==> config.mk <==
export PLATFORM = sky130hd
export DESIGN_NAME = riscv_immenc
export DESIGN_NICKNAME = d
export VERILOG_FILES = /design/src/rtl/riscv_immenc.sv
export SDC_FILE = /design/constraint.sdc
export NUM_CORES = 1
export LEC_CHECK = 0
export BUFFER_PORTS_ARGS = -buffer_cell sky130_fd_sc_hd__buf_2
export CAP_MARGIN = 0
export CORE_MARGIN = 3
export CORE_UTILIZATION = 49
export DETAILED_ROUTE_END_ITERATION = 6
export PLACE_DENSITY = 0.81
export REMOVE_ABC_BUFFERS = 1
export SYNTH_ARGS = -nofsm -noshare
export SYNTH_HDL_FRONTEND = slang
export SYNTH_SLANG_ARGS = --single-unit
export TNS_END_PERCENT = 50
==> constraint.sdc <==
create_clock -name i_clk -period 1.4 [get_ports i_clk]
set_input_delay 0.14 -clock i_clk [delete_from_list [all_inputs] [get_ports i_clk]]
set_output_delay 0.14 -clock i_clk [all_outputs]
set_load 0.05 [all_outputs]
==> src/rtl/riscv_immenc.sv <==
// Two-stage elastic immediate encoder: S1 registers the request and its range/alignment
// verdict, S2 scatters the immediate into the instruction word and holds the result.
module riscv_immenc #(
  parameter int BW_DATA = 32,
  parameter int BW_CTRL = 3,
  parameter int BW_CNT  = 16
) (
  input  logic               i_clk,
  input  logic               i_rstn,
  input  logic               i_valid,
  output logic               o_ready,
  input  logic [BW_DATA-1:0] i_imm,
  input  logic [BW_CTRL-1:0] i_imm_src,
  input  logic [BW_DATA-1:0] i_instr_base,
  output logic               o_valid,
  input  logic               i_ready,
  output logic [BW_DATA-1:0] o_instr,
  output logic               o_err,
  output logic [1:0]         o_err_code,
  output logic [BW_CNT-1:0]  o_cnt_ok,
  output logic [BW_CNT-1:0]  o_cnt_err
);

  localparam logic [BW_CTRL-1:0] INSTR_I_TYPE = 3'd0;
  localparam logic [BW_CTRL-1:0] INSTR_S_TYPE = 3'd1;
  localparam logic [BW_CTRL-1:0] INSTR_B_TYPE = 3'd2;
  localparam logic [BW_CTRL-1:0] INSTR_U_TYPE = 3'd3;
  localparam logic [BW_CTRL-1:0] INSTR_J_TYPE = 3'd4;

  localparam logic [1:0] ERR_NONE  = 2'd0;
  localparam logic [1:0] ERR_RANGE = 2'd1;
  localparam logic [1:0] ERR_ALIGN = 2'd2;
  localparam logic [1:0] ERR_FMT   = 2'd3;

  // Range is tested before alignment, so an odd out-of-range value reports ERR_RANGE.
  function automatic logic [1:0] check_imm(input logic [BW_DATA-1:0] imm,
                                           input logic [BW_CTRL-1:0] src);
    logic signed [BW_DATA-1:0] v;
    logic [1:0]                code;
    v    = $signed(imm);
    code = ERR_NONE;
    case (src)
      INSTR_I_TYPE, INSTR_S_TYPE: begin
        if (v < -32'sd2048 || v > 32'sd2047) code = ERR_RANGE;
        else                                 code = ERR_NONE;
      end
      INSTR_B_TYPE: begin
        if (v < -32'sd4096 || v > 32'sd4094) code = ERR_RANGE;
        else if (imm[0])                     code = ERR_ALIGN;
        else                                 code = ERR_NONE;
      end
      INSTR_J_TYPE: begin
        if (v < -32'sd1048576 || v > 32'sd1048574) code = ERR_RANGE;
        else if (imm[0])                           code = ERR_ALIGN;
        else                                       code = ERR_NONE;
      end
      INSTR_U_TYPE: begin
        if (imm[11:0] != 12'd0) code = ERR_ALIGN;
        else                    code = ERR_NONE;
      end
      default: code = ERR_FMT;
    endcase
    return code;
  endfunction

  // Base fields outside the immediate positions pass through untouched.
  function automatic logic [BW_DATA-1:0] pack_imm(input logic [BW_DATA-1:0] imm,
                                                  input logic [BW_CTRL-1:0] src,
                                                  input logic [BW_DATA-1:0] base);
    logic [BW_DATA-1:0] w;
    w = base;
    case (src)
      INSTR_I_TYPE: w = {imm[11:0], base[19:0]};
      INSTR_S_TYPE: w = {imm[11:5], base[24:12], imm[4:0], base[6:0]};
      INSTR_B_TYPE: w = {imm[12], imm[10:5], base[24:12], imm[4:1], imm[11], base[6:0]};
      INSTR_U_TYPE: w = {imm[31:12], base[11:0]};
      INSTR_J_TYPE: w = {imm[20], imm[10:1], imm[11], imm[19:12], base[11:0]};
      default:      w = base;
    endcase
    return w;
  endfunction

  logic               s1_valid_q, s1_valid_d;
  logic [BW_DATA-1:0] s1_imm_q, s1_imm_d;
  logic [BW_CTRL-1:0] s1_src_q, s1_src_d;
  logic [BW_DATA-1:0] s1_base_q, s1_base_d;
  logic [1:0]         s1_code_q, s1_code_d;

  logic               s2_valid_q, s2_valid_d;
  logic [BW_DATA-1:0] s2_instr_q, s2_instr_d;
  logic               s2_err_q, s2_err_d;
  logic [1:0]         s2_code_q, s2_code_d;

  logic [BW_CNT-1:0]  cnt_ok_q, cnt_ok_d;
  logic [BW_CNT-1:0]  cnt_err_q, cnt_err_d;

  logic s1_ready_s, s2_ready_s, in_fire_s, out_fire_s;

  assign s2_ready_s = !s2_valid_q || i_ready;
  assign s1_ready_s = !s1_valid_q || s2_ready_s;
  assign in_fire_s  = i_valid && s1_ready_s;
  assign out_fire_s = s2_valid_q && i_ready;

  assign o_ready    = s1_ready_s;
  assign o_valid    = s2_valid_q;
  assign o_instr    = s2_instr_q;
  assign o_err      = s2_err_q;
  assign o_err_code = s2_code_q;
  assign o_cnt_ok   = cnt_ok_q;
  assign o_cnt_err  = cnt_err_q;

  always_comb begin
    s1_valid_d = s1_valid_q;
    s1_imm_d   = s1_imm_q;
    s1_src_d   = s1_src_q;
    s1_base_d  = s1_base_q;
    s1_code_d  = s1_code_q;
    s2_valid_d = s2_valid_q;
    s2_instr_d = s2_instr_q;
    s2_err_d   = s2_err_q;
    s2_code_d  = s2_code_q;
    cnt_ok_d   = cnt_ok_q;
    cnt_err_d  = cnt_err_q;

    if (s1_ready_s) begin
      s1_valid_d = in_fire_s;
    end else begin
      s1_valid_d = s1_valid_q;
    end
    if (in_fire_s) begin
      s1_imm_d  = i_imm;
      s1_src_d  = i_imm_src;
      s1_base_d = i_instr_base;
      s1_code_d = check_imm(i_imm, i_imm_src);
    end else begin
      s1_code_d = s1_code_q;
    end

    // S2 only reloads when it can advance, so a stalled result holds its value.
    if (s2_ready_s) begin
      s2_valid_d = s1_valid_q;
      if (s1_valid_q) begin
        s2_err_d   = (s1_code_q != ERR_NONE);
        s2_code_d  = s1_code_q;
        s2_instr_d = (s1_code_q == ERR_NONE) ? pack_imm(s1_imm_q, s1_src_q, s1_base_q)
                                             : s1_base_q;
      end else begin
        s2_err_d = s2_err_q;
      end
    end else begin
      s2_valid_d = s2_valid_q;
    end

    if (out_fire_s) begin
      if (s2_err_q) cnt_err_d = cnt_err_q + 16'd1;
      else          cnt_ok_d  = cnt_ok_q + 16'd1;
    end else begin
      cnt_ok_d = cnt_ok_q;
    end
  end

  always_ff @(posedge i_clk or negedge i_rstn) begin
    if (!i_rstn) begin
      s1_valid_q <= 1'b0;
      s1_imm_q   <= 32'd0;
      s1_src_q   <= 3'd0;
      s1_base_q  <= 32'd0;
      s1_code_q  <= 2'd0;
      s2_valid_q <= 1'b0;
      s2_instr_q <= 32'd0;
      s2_err_q   <= 1'b0;
      s2_code_q  <= 2'd0;
      cnt_ok_q   <= 16'd0;
      cnt_err_q  <= 16'd0;
    end else begin
      s1_valid_q <= s1_valid_d;
      s1_imm_q   <= s1_imm_d;
      s1_src_q   <= s1_src_d;
      s1_base_q  <= s1_base_d;
      s1_code_q  <= s1_code_d;
      s2_valid_q <= s2_valid_d;
      s2_instr_q <= s2_instr_d;
      s2_err_q   <= s2_err_d;
      s2_code_q  <= s2_code_d;
      cnt_ok_q   <= cnt_ok_d;
      cnt_err_q  <= cnt_err_d;
    end
  end

endmodule

## Word-level counts from Yosys, hierarchy flattened

Index checks and enable logic that the tools add are counted.

| storage, ports and cells | value |
|---|---|
| logic and storage cells | 54 |
| output and inout bits | 69 |
| register bits after elaboration | 138 |
| bits of input ports | 71 |

| cells by class | value |
|---|---|
| reductions and logical operators | 18 |
| bitwise gates (word level) | 1 |
| $add $sub $neg | 2 |
| $lt $le $gt $ge | 6 |
| equality and inequality tests | 8 |
| muxes and demuxes | 8 |

Operators by type and width:

| operator | count |
|---|---|
| 32-bit one-hot mux with 5 select lines | 1 |
| 16-bit by 1-bit adder with 16-bit output (second input constant) | 2 |
| 32-bit by 12-bit greater-than comparator with 1-bit output (second input constant) | 1 |
| 32-bit by 13-bit greater-than comparator with 1-bit output (second input constant) | 1 |
| 32-bit by 21-bit greater-than comparator with 1-bit output (second input constant) | 1 |
| 32-bit by 12-bit < comparator with 1-bit output (second input constant) | 1 |
| 32-bit by 13-bit < comparator with 1-bit output (second input constant) | 1 |
| 32-bit by 21-bit < comparator with 1-bit output (second input constant) | 1 |
| 32-bit two-way mux | 1 |
| 3-bit by 2-bit equality test with 1-bit output (second input constant) | 4 |
| 12-bit nonzero test | 1 |
| 2-bit two-way mux | 4 |
| 2-bit one-hot mux with 4 select lines | 1 |
| 3-bit by 1-bit equality test with 1-bit output (second input constant) | 2 |
| 3-bit equality test (second input constant) | 2 |
| 3-bit zero test | 2 |
| 2-bit AND reduction | 3 |
| 1-bit logical OR | 5 |
| 1-bit logical AND | 2 |
| 1-bit zero test | 2 |
| 2-bit zero test | 1 |
| 2-bit nonzero test | 1 |
| 2-bit OR reduction | 1 |
| 1-bit two-way mux | 1 |
| 1-bit inverter | 1 |

## Longest topological paths before layout

Gate-level depths: netlist (run 1).

| depth | value |
|---|---|
| depth in word-level cells | 4 |
| gate-level depth with buffers | 7 |
| gate-level depth less buffers | 5 |

## Worst setup path after synthesis (run 1)

No wires, ideal clock.

| path | value |
|---|---|
| path type | reg2reg |
| start | register s2_valid_q, in the netlist o_valid |
| end | register s1_code_q[0] |
| cell stages (with the launch flop) | 7 |
| path buffers | 2 |
| data required time | 1,263 ps |
| slack | -758 ps |
| period minus slack after synthesis | 2,158 ps |
| setup time | 137 ps |
| arrival time | 2,021 ps |
| cells stage by stage | dfrtp_1 nand3b_1 and2_1 buf_2 buf_2 nor2_1 a41oi_2 |

| between the ends | value |
|---|---|
| word-level cells in the longest chain between the ends | 4 |

Ends and longest elaborated chain:

| element | line | RTL |
|---|---|---|
| from (decl) | 89 | `logic s2_valid_q, s2_valid_d;` |
| from (signal assigned) | 181 | `s2_valid_q <= s2_valid_d;` |
| 1-bit zero test | 99 | `assign s2_ready_s = !s2_valid_q \|\| i_ready;` |
| 1-bit logical OR | 99 |  |
| 1-bit logical OR | 100 | `assign s1_ready_s = !s1_valid_q \|\| s2_ready_s;` |
| via o_ready | 11 | `output logic o_ready,` |
| 1-bit logical AND | 101 | `assign in_fire_s = i_valid && s1_ready_s;` |
| to (signal assigned) | 180 | `s1_code_q <= s1_code_d;` |
| to (decl) | 87 | `logic [1:0] s1_code_q, s1_code_d;` |

The timed path passes the listed nets, and every way through them passes these cells.
A chain may end at the register's enable or synchronous reset.

## Final worst setup path (run 1)

| path | value |
|---|---|
| start | register s2_err_q, in the netlist o_err |
| end | register cnt_ok_q[14], in the netlist o_cnt_ok[14] |

| between the ends | value |
|---|---|
| word-level cells in the longest chain between the ends | 2 |

Ends and longest elaborated chain:

| element | line | RTL |
|---|---|---|
| from (decl) | 91 | `logic s2_err_q, s2_err_d;` |
| from (signal assigned) | 183 | `s2_err_q <= s2_err_d;` |
| 1-bit inverter (no line) | - |  |
| 2-bit AND reduction (no line) | - |  |
| to (signal assigned) | 185 | `cnt_ok_q <= cnt_ok_d;` |
| to (decl) | 94 | `logic [BW_CNT-1:0] cnt_ok_q, cnt_ok_d;` |

No other way between the ends.

==> results of run 1 <==
==> routing by layer <==
metal	track usage	part of all wire	routed length, um	up-vias
met2	0.443	0.52	9150	217
li1	-	-	-	2619
met5	0	0	0	-
met3	0.0560	0.056	986	24
met1	0.310	0.41	7230	2798
met4	0.0833	0.016	288	0
==> cell usage after synthesis, drive strengths merged <==
cell	instances
mux2i	12
and3	6
and2	4
nor3	6
mux2	12
nand3	12
o31ai	1
a32oi	4
a41oi	1
a221o	6
nand2b	6
nor2	16
nand2	247
a31oi	1
buf	20
a22o	2
ha	2
a21oi	6
xnor2	21
nand4	13
and3b	2
a21o	1
or3b	1
o21a	1
o221ai	1
and4	3
a2bb2oi	1
nor2b	5
nor4	9
a22oi	1
a31o	1
xor2	10
inv	1
o21ai	40
dfrtp	138
nand3b	3
o311ai	1
a311o	1
clkbuf	11
==> logic make-up (layout without fill, tap and decap cells) <==
kind of cell               count (synthesis)  in the layout
AOI/OAI and AO/OA                         69             69
xor gates and xnor gates                  31             31
adders and majority gates                  2              2
buffers and inverters                     32            304
DFF                                      138            138
muxes                                     24             24
and+or+nand+nor                          333            333
==> timing repair <==
| item | 4_1_cts | 5_1_grt |
|---|---|---|
| endpoints found under the hold margin | 89 | 0 |
| pin swaps | 2 | 28 |
| buffers inserted | 5 | 5 |
| endpoints found under the setup margin | 36 | 109 |
| gates resized for setup | 23 | 43 |
| hold buffers | 49 | 0 |
| gates cloned | 0 | 1 |
==> sequential cells by signal (all words and copies together), names as in the netlist <==
| name | cells |
|---|---|
| o_instr | 32 |
| s1_base_q | 32 |
| s1_imm_q | 32 |
| o_cnt_err | 16 |
| o_cnt_ok | 16 |
| s1_src_q | 3 |
| o_err_code | 2 |
| s1_code_q | 2 |
| o_err | 1 |
| o_valid | 1 |
| s1_valid_q | 1 |
==> worst max-delay path: cells and delay by family, from the launching register on <==
family / cells / cell delay [ps]
AND/OR/NAND/NOR: 4 / 830
flip-flops: 1 / 430
XOR/XNOR: 1 / 170
==> worst paths after layout <==
path,endpoint,cells after the start,slack [ps],startpoint
setup / recovery,o_cnt_ok[14]$_DFFE_PN0P_,5,-160,o_err$_DFFE_PN0P_
hold / removal,s1_src_q[2]$_DFFE_PN0P_,3,20,i_imm_src[2]
setup reg to reg,o_cnt_ok[14]$_DFFE_PN0P_,5,-160,o_err$_DFFE_PN0P_
hold reg to reg,s1_base_q[3]$_DFFE_PN0P_,2,470,s1_base_q[3]$_DFFE_PN0P_
max in group asynchronous,s1_src_q[0]$_DFFE_PN0P_,3,510,i_rstn
min in group asynchronous,o_instr[6]$_DFFE_PN0P_,2,220,i_rstn
==> area by class of cell <==
type	instances	area [um2]
sequential	138	3460
fill	784	2900
multi-input combinational	459	2670
timing repair buffer	271	1930
clock buffer	24	502
tap	164	205
clock inverter	8	90.1
inverter	1	3.75
==> report_power, final <==
part | internal, W | switching (W)
registers | 0.00464 | 0.000503
logic | 0.00129 | 0.00259
clock network | 0.00284 | 0.00162
total | 0.00877 | 0.00471
==> stage by stage <==
| stage | cell area, um2 | total power, W |
|---|---|---|
| 2_1_floorplan | 5910 | 0.00738 |
| 3_3_place_gp | 7430 | 0.00857 |
| 3_5_place_dp | 7430 | 0.00871 |
| 4_1_cts | 8620 | 0.0134 |
| 5_1_grt | 8860 | 0.0141 |
| 6_report | 8860 | 0.0135 |
==> metrics.md, run 1 <==
| Metric | Value |
|---|---|
| Outcome | finished with violations |
| Failing checks | negative setup slack |
| Residual DRC | 0 |
| Hold Crit Class | in2reg |
| #FFs+latches synth | between 100 and 150 |
| Slew margin rel. | 0.690 |
| Total wire length | 17.7 mm |
| Max VDD drop | roughly 820 uV |
| Lkg Pwr | 4.53 nW |
| XOR/XNOR Fraction of Synth Area | 0.0449 |
| Vias/cell | 5.31 |
| Simple-gate share of the synthesized area | 0.239 |
| Layout cells sized above 1 | 0.350 |
| Setup WS pre-CTS | -276 ps |
| Routed length per placed instance | 16.6 um |
| Cell taking the most area after synthesis | dfrtp_1 |
| CP required | ~1700 ps |
| Die height | ~120 um |
| Synthesized area | approximately 6100 um2 |
| CP endpoint kind | flop |
| Power density over the cells | around 1500 nW/um2 |
| Leading cell type in the layout, fill and taps excluded | nand2_1 |
| Commonest cells after routing, fill and taps aside | 242 x nand2_1, 137 x buf_2, 135 x dfrtp_1 |
| Initial Util | 0.515 |
| # H-tree levels | 4 |
| Mapped Cells | between 600 and 700 |
| Tmin final | about 1600 ps |
| Yosys warnings | 0 |
| Tightest Pin Transition | roughly 460 ps |
| Max cap viols | 0 |
| Initial DRC count | 440 |
| Post-DP HPWL | roughly 11 mm |
| Setup WS post-layout | -157 ps |
| Area fraction of the dominant cell type after synthesis | 0.570 |
| Fin. Hold Viols | 0 |
| RSZ-0062 raised after global routing | true |
| Gr usage total | 0.253 |
| Core Rows | 39 |
| Critical Path AT | between 1500 and 2000 ps |
| Top cells by area, synth | dfrtp_1 57%, nand2_1 15%, xnor2_1 3.0% |
| Clock Skews | 5.76 ps |
| Fmax | between 600 and 700 MHz |
| First-pass GRT wire length | 27.0 mm |
| Seq/Total Area, Yosys | 0.570 |
| Gpl congestion | 0.840 |
| Slew Viols, Final | 0 |
| Worst setup SP type | flop |
| Clock buffer depth | 2 |
| Num Clock Sinks | about 140 |
| Boundary Pins | 140 |
| Vias in the first global route | 5683 |
| CTS Buf Count | 17 |
| Slowest cell on crit path | dfrtp_1 |
| Clk_lat worst skew | 420 ps |
| Post-synthesis mux area share | 0.0422 |
| Initial antenna violation count | 0 |
| Port Buffers | 139 |
| Cell mode on critical path | and3_4 |
| Tcrit/Tclk final | 1.11 |
| DRT Pass-1 Iters | 5 |
| Setup TNS | -1390 ps |
| CP cell instances | and3b_2, and3_4, and3_4, nand4_1, xnor2_1 |
| Core area | between 10000 and 15000 um2 |
| Die width | 117 um |
| Final net count | 961 |
| ANT cells | 0 |
| Routed Antenna Nets | 0 |
| Die ar. | about 14000 um2 |
| Main combinational cell family by area after synthesis | simple AND/OR/NAND/NOR gates |
| Setup-failing EPs final | 31 |
| Area delta synth->final | 46.4% |
| Min Hold Slack | 24.2 ps |
| Crit path kind | reg2reg |
| Post-Synth Adder-Cell Area | 0.00413 |
| Worst-path fanout max | 4 |
| Final non-filler cell total | between 1000 and 1500 |
| CTS root buf | clkbuf_16 |
| Critical Path Max Stage Delay | between 400 and 500 ps |
| Fin util | 0.754 |
| GRT Residual Overflow | 0 |
| Avg Cell Area, Syn | just under 10 um2 |
| CTS tree | done |
| Largest net degree at the start of global routing | between 40 and 50 |
| Via count | ~5700 |
| Synth cell types | 48 |
| CTS clk-pin slew, worst paths | 60 ps |
| Fraction of the mapped netlist area in compound gates | 0.0746 |
| Post-Place Cells | ~1000 |
Note: power is estimated with default switching activity, not from simulation.
==> inputs of run 2 (changes only) <==
--- a/config.mk
+++ b/config.mk
@@ -5,7 +5,7 @@
 export SDC_FILE = /design/constraint.sdc
 export NUM_CORES = 1
 export LEC_CHECK = 0
-export BUFFER_PORTS_ARGS = -buffer_cell sky130_fd_sc_hd__buf_2
+export BUFFER_PORTS_ARGS = -buffer_cell sky130_fd_sc_hd__clkbuf_2
 export CAP_MARGIN = 0
 export CORE_MARGIN = 3
 export CORE_UTILIZATION = 49
==> metrics.md, run 2 (same netlist as run 1, synthesis figures left out) <==
| Metric | Value |
|---|---|
| Outcome | finished with violations |
| Failing checks | negative setup slack |
| Tot Pwr | 0.0130 W (-3.6%) |
| Total wire length | 17.8 mm (+0.70%) |
| Routed Antenna Nets | 0 (unchanged) |
| Setup WS post-layout | -163 ps (-5.80 ps) |
| Placed Instance Area | 7410 um2 (-0.37%) |
| Port Buffers | 139 (unchanged) |
| Largest net degree at the start of global routing | 54 (+15%) |
| Tmin final | 1560 ps (+5.80 ps) |
| First-pass GRT wire length | 27.0 mm (about the same) |
| DRT Pass-1 Iters | 5 (unchanged) |
| Clk pwr share | 0.296 (-0.034) |
| CP required | 1700 ps (about the same) |
| Switch Pwr | 0.00470 W (-0.26%) |
| Boundary Pins | 140 (unchanged) |
| Num Clock Sinks | 138 (unchanged) |
| Sequential cell area | 3460 um2 (about the same) |
| Fmax | 640 MHz (-0.37%) |
| Hold Crit Class | in2reg |
| Worst setup SP type | flop |
| Tightest Pin Transition | 335 ps (-129 ps) |
| Tcrit/Tclk final | 1.12 (+0.00414) |
| Vias/cell | 5.29 (-0.48%) |
| Clock buffer depth | 2 (unchanged) |
| Clk_lat worst skew | 420 ps (about the same) |
| DR WL met3 | 1.16 mm (+18%) |
| Vias in the first global route | 5719 (+0.63%) |
| Worst setup path endpoint | o_instr[30]$_DFFE_PN0P_ |
| Met1 WL | 6.97 mm (-3.7%) |
| Area delta synth->final | 45.5% |
| Die width | 117 um (unchanged) |
| CTS tree | done |
| Gr usage total | 0.254 (+0.00153) |
| Internal cell power | 0.00830 W (-5.4%) |
| Multi-input gate area | 2690 um2 (+0.75%) |
| Reg-to-reg critical path endpoint | o_instr[30]$_DFFE_PN0P_ |
| Critical Path AT | 1860 ps (about the same) |
| Lkg Pwr | 4.49 nW (-0.99%) |
| Initial antenna violation count | 0 (unchanged) |
| RSZ-0062 raised after global routing | true |
| Gpl congestion | 0.820 (-2.4%) |
| Residual DRC | 0 (unchanged) |
| CTS Buf Count | 17 (unchanged) |
| R2R setup slack | -160 ps (about the same) |
| Routed length per placed instance | 16.8 um (+1.4%) |
| Post-route design area | 8810 um2 (-0.61%) |
| Slew margin rel. | 0.775 (+0.0843) |
| Post-DP HPWL | 11.3 mm (-0.84%) |
| GRT Residual Overflow | 0 (unchanged) |
| Slew Viols, Final | 0 (unchanged) |
| Die height | 117 um (unchanged) |
| Initial DRC count | 485 (+10%) |
| Worst R2R Path Depth | 7 (+2) |
| Max cap viols | 0 (unchanged) |
| # H-tree levels | 4 (unchanged) |
| Via count | 5594 (-1.1%) |
| Worst-path fanout max | 6 (+2) |
| Clock Skews | 6.14 ps (+0.379 ps) |
| Core area | 11800 um2 (unchanged) |
| Crit. Startpoint | s1_src_q[0]$_DFFE_PN0P_ |
| Setup-failing EPs final | 24 (-23%) |
| Post-Place Cells | 967 (-0.72%) |
| CTS clk-pin slew, worst paths | 50 ps (about the same) |
| Final net count | 957 (-0.42%) |
| Fillcell total | 795 (+1.4%) |
| Layout cells sized above 1 | 0.345 (-0.00509) |
| Final non-filler cell total | 1058 (-0.66%) |
| CTS root buf | clkbuf_16 |
| Leading cell type in the layout, fill and taps excluded | nand2_1 |
| ANT cells | 0 (unchanged) |
| DR WL met2 | 9.15 mm (about the same) |
| Fin. Hold Viols | 0 (unchanged) |
| Max VDD drop | 798 uV (-2.8%) |
| Max layer used | met4 |
| Combinational power share | 0.306 (+0.018) |
| Register share of total power | 0.398 (+0.017) |
| Min Hold Slack | 28.9 ps (+4.70 ps) |
| Switching Share | 0.361 (+0.0121) |
| Reg2reg start | s1_src_q[0]$_DFFE_PN0P_ |
| CP endpoint kind | flop |
| Power density over the cells | 1470 nW/um2 (-3.0%) |
| Crit path kind | reg2reg |
| Die ar. | 13700 um2 (unchanged) |
| Commonest cells after routing, fill and taps aside | 243 x nand2_1, 135 x clkbuf_2, 134 x dfrtp_1 |
| Core Rows | 39 (unchanged) |
| Initial Util | 0.515 (unchanged) |
[run 2: changes by cell type in the layout (fill, tap and decap cells not counted), moves of 3 or more]
cell	previous run	this run
clkbuf_8	5	2
nor2_2	2	5
mux2_2	11	8
mux2_4	0	4
buf_4	70	64
clkbuf_2	0	135
clkbuf_1	2	6
buf_12	5	8
buf_2	137	1
[run 2: worst min path at each step]
stage	from	endpoint	slack [ps]	cells after the start
after global placement	i_rstn	o_instr[0]$_DFFE_PN0P_	10	1
after CTS	i_imm[1]	s1_imm_q[1]$_DFFE_PN0P_	20	4
after floorplan	i_rstn	o_cnt_err[0]$_DFFE_PN0P_	-160	0
after detailed placement	i_rstn	o_instr[0]$_DFFE_PN0P_	20	1
after global routing	i_imm[3]	s1_imm_q[3]$_DFFE_PN0P_	30	4
final	i_imm[1]	s1_imm_q[1]$_DFFE_PN0P_	30	4
[run 2: cell type report]
type	instances	area share
clock buffers	25	0.0540
clock inverters	4	0.00227
inverters	1	0.000426
multi-input cells	459	0.306
flip-flops and latches	138	0.393
well taps	164	0.0233
repair buffers	267	0.222
[run 2: routing by layer]
metal  vias to the layer above  track usage
met5                         -            0
met4                         0        0.109
met3                        49       0.0566
met2                       240        0.444
met1                      2700        0.302
li1                       2605            -
[run 2: worst max-delay path, cell delays in order, from the launching register on]
cell     delay, ps
dfrtp_2        430
buf_6          160
a21o_1         130
o21ai_1         60
buf_4          160
a221o_1        320
o21ai_2         90
o21ai_2         90
[run 2: stage by stage]
step                      TNS [ps]  utilization  worst slack, ps
after floorplan            -126860            -            -1650
after global placement       -1300        0.630             -142
after detailed placement     -2690        0.630             -225
after CTS                    -1090        0.723            -91.1
after global routing         -3540        0.749             -197
final                        -1620        0.749             -163
[run 2: what timing repair did]
action,4_1_cts,5_1_grt
setup endpoints to repair,31,82
hold endpoints to repair,185,0
hold buffers,48,0
cloned,0,1
buffers inserted,5,8
resized for setup,23,55
pin swaps,7,19
[run 2: power groups by stage]
stage	sequential [W]	combinational (W)	clock, W
finish	0.00517	0.00397	0.00385
global route	0.00524	0.00423	0.00409
CTS	0.00511	0.00375	0.00388
detailed placement	0.00517	0.00355	0
global placement	0.00512	0.00344	0
floorplan	0.00643	0.000959	0
==> inputs of run 3 (changes only) <==
--- a/config.mk
+++ b/config.mk
@@ -10,8 +10,8 @@
 export CORE_MARGIN = 3
 export CORE_UTILIZATION = 49
 export DETAILED_ROUTE_END_ITERATION = 6
+export MAX_ROUTING_LAYER = met4
 export PLACE_DENSITY = 0.81
-export REMOVE_ABC_BUFFERS = 1
 export SYNTH_ARGS = -nofsm -noshare
 export SYNTH_HDL_FRONTEND = slang
 export SYNTH_SLANG_ARGS = --single-unit
==> metrics.md, run 3 (same netlist as run 1, synthesis figures left out) <==
| Metric | Value |
|---|---|
| CP cell instances | and2_2, nor2b_4, a221o_1, o21ai_1, o21ai_1 |
| Hold Crit Class | in2reg |
| Power density over the cells | 1580 nW/um2 (+7.4%) |
| First-pass GRT wire length | 27.9 mm (+3.4%) |
| Tmin final | 1560 ps (+0.0330 ps) |
| Max cap viols | 0 (unchanged) |
| Die height | 117 um (unchanged) |
| Die ar. | 13700 um2 (unchanged) |
| Final net count | 952 (-0.52%) |
| Setup WS pre-CTS | -303 ps (-78.2 ps) |
| Via count | 5688 (+1.7%) |
| ANT cells | 0 (unchanged) |
| Vias/cell | 5.39 (+2.0%) |
| Tightest Pin Transition | 439 ps (+104 ps) |
| Residual DRC | 0 (unchanged) |
| Gpl congestion | 0.862 (+5.2%) |
| CTS tree | done |
| Setup-failing EPs final | 30 (+25%) |
| Critical Path AT | 1860 ps (about the same) |
| Initial Util | 0.515 (unchanged) |
| Clk_lat worst skew | 420 ps (about the same) |
| Port Buffers | 139 (unchanged) |
| CTS clk-pin slew, worst paths | 60 ps (about the same) |
| Vias in the first global route | 5596 (-2.2%) |
| RSZ-0062 raised after global routing | true |
| Boundary Pins | 140 (unchanged) |
| Fmax | 640 MHz (about the same) |
| Worst-path fanout max | 7 (+1) |
| CP required | 1690 ps (about the same) |
| Gr usage total | 0.273 (+0.0181) |
| Area delta synth->final | 47.8% |
| Delay-heaviest family, CP | compound AO/OA/AOI/OAI gates |
| Tcrit/Tclk final | 1.12 (about the same) |
| Crit path kind | reg2reg |
| Core area | 11800 um2 (unchanged) |
| Die width | 117 um (unchanged) |
| Slowest cell on crit path | dfrtp_2 |
| Layout cells sized above 1 | 0.359 (+0.0146) |
| Routed Antenna Nets | 0 (unchanged) |
| Cell mode on critical path | o21ai_1 |
| Fin. Hold Viols | 0 (unchanged) |
| Worst setup SP type | flop |
| R2R setup slack | -160 ps (about the same) |
| Setup WS post-layout | -163 ps (-0.0330 ps) |
| Routed length per placed instance | 17.6 um (+4.6%) |
| Slew Viols, Final | 0 (unchanged) |
| Initial DRC count | 474 (-2.3%) |
| Buf/Inv on CP | 0 (-2) |
| Post-DP HPWL | 11.7 mm (+3.4%) |
| # H-tree levels | 4 (unchanged) |
| Largest net degree at the start of global routing | 44 (-19%) |
| Lkg Pwr | 4.53 nW (+0.95%) |
| Tot Pwr | 0.0142 W (+9.1%) |
| Fin util | 0.761 (+0.0117) |
| Synthesized Nets | about 700 |
| Commonest cells after routing, fill and taps aside | 240 x nand2_1, 134 x clkbuf_2, 132 x dfrtp_1 |
| Critical Path Max Stage Delay | 470 ps (+40 ps) |
| Outcome | finished with violations |
| CTS root buf | clkbuf_16 |
| Max VDD drop | 971 uV (+22%) |
| Failing checks | negative setup slack |
| Total wire length | 18.5 mm (+4.3%) |
| Core Rows | 39 (unchanged) |
| Clock Skews | 13.0 ps (+6.87 ps) |
| Leading cell type in the layout, fill and taps excluded | nand2_1 |
| Slew margin rel. | 0.707 (-0.0673) |
| Num Clock Sinks | 138 (unchanged) |
| DRT Pass-1 Iters | 5 (unchanged) |
| Initial antenna violation count | 0 (unchanged) |
| CTS Buf Count | 17 (unchanged) |
| GRT Residual Overflow | 0 (unchanged) |
| CP endpoint kind | flop |
| Clock buffer depth | 2 (unchanged) |
## run 3: cell count changes in the layout (fill, tap and decap cells not counted), sizes merged
cell / previous run / this run
clkbuf: 162 / 156
clkinv: 4 / 2
buf: 82 / 81
dlygate4sd3: 48 / 45
clkinvlp: 0 / 4
bufinv: 0 / 5
## run 3: cell type report
| type | instances | area [um2] |
|---|---|---|
| inverter | 1 | 3.75 |
| timing repair buffer | 262 | 1870 |
| multi-input combinational | 459 | 2760 |
| sequential | 138 | 3460 |
| clock buffer | 20 | 457 |
| clock inverter | 11 | 194 |
| tap | 164 | 205 |
| fill | 737 | 2810 |
## run 3: metal layers
layer / wire length, um / global-route usage / up-vias
met5: 0 / - / -
met4: 465 / 0.0795 / 0
met3: 1200 / 0.0607 / 47
met2: 9320 / 0.452 / 259
met1: 7560 / 0.336 / 2768
li1: - / - / 2614
## run 3: tightest hold or removal path: stages
cell and delay, ps:
clkbuf_2 120, nand2_1 70, nand2_1 60
## run 3: path summary, 6_finish.rpt
path | endpoint | cells after the start | from
max | o_instr[29]$_DFFE_PN0P_ | 5 | s1_src_q[0]$_DFFE_PN0P_
min | s1_imm_q[20]$_DFFE_PN0P_ | 3 | i_imm[20]
max reg2reg | o_instr[29]$_DFFE_PN0P_ | 5 | s1_src_q[0]$_DFFE_PN0P_
min reg2reg | o_cnt_ok[15]$_DFFE_PN0P_ | 1 | o_cnt_ok[15]$_DFFE_PN0P_
max in group asynchronous | s1_src_q[0]$_DFFE_PN0P_ | 3 | i_rstn
min in group asynchronous | s1_base_q[5]$_DFFE_PN0P_ | 2 | i_rstn
## run 3: per-stage QoR
step,hold WS (ps),setup TNS (ps),cell area (um2),std cells
floorplan,-156,-36980,6140,629
global placement,85.4,-1520,7390,967
detailed placement,89.8,-4020,7390,967
CTS,2.15,-1330,8680,1051
global route,28.7,-4630,8950,1055
finish,14.7,-2410,8950,1055
## run 3: where the power goes
| part | total, W | switching, W | internal (W) |
|---|---|---|---|
| clock | 0.00493 | 0.00169 | 0.00324 |
| sequential | 0.00519 | 0.000548 | 0.00464 |
| combinational | 0.00406 | 0.00273 | 0.00133 |
| total | 0.0142 | 0.00496 | 0.00922 |
## run 3: repair_timing
action | 4_1_cts | 5_1_grt
endpoints found under the setup margin | 41 | 67
pin swaps | 5 | 20
hold buffers | 45 | 0
buffers inserted | 8 | 4
resized for setup | 34 | 52
endpoints found under the hold margin | 84 | 0
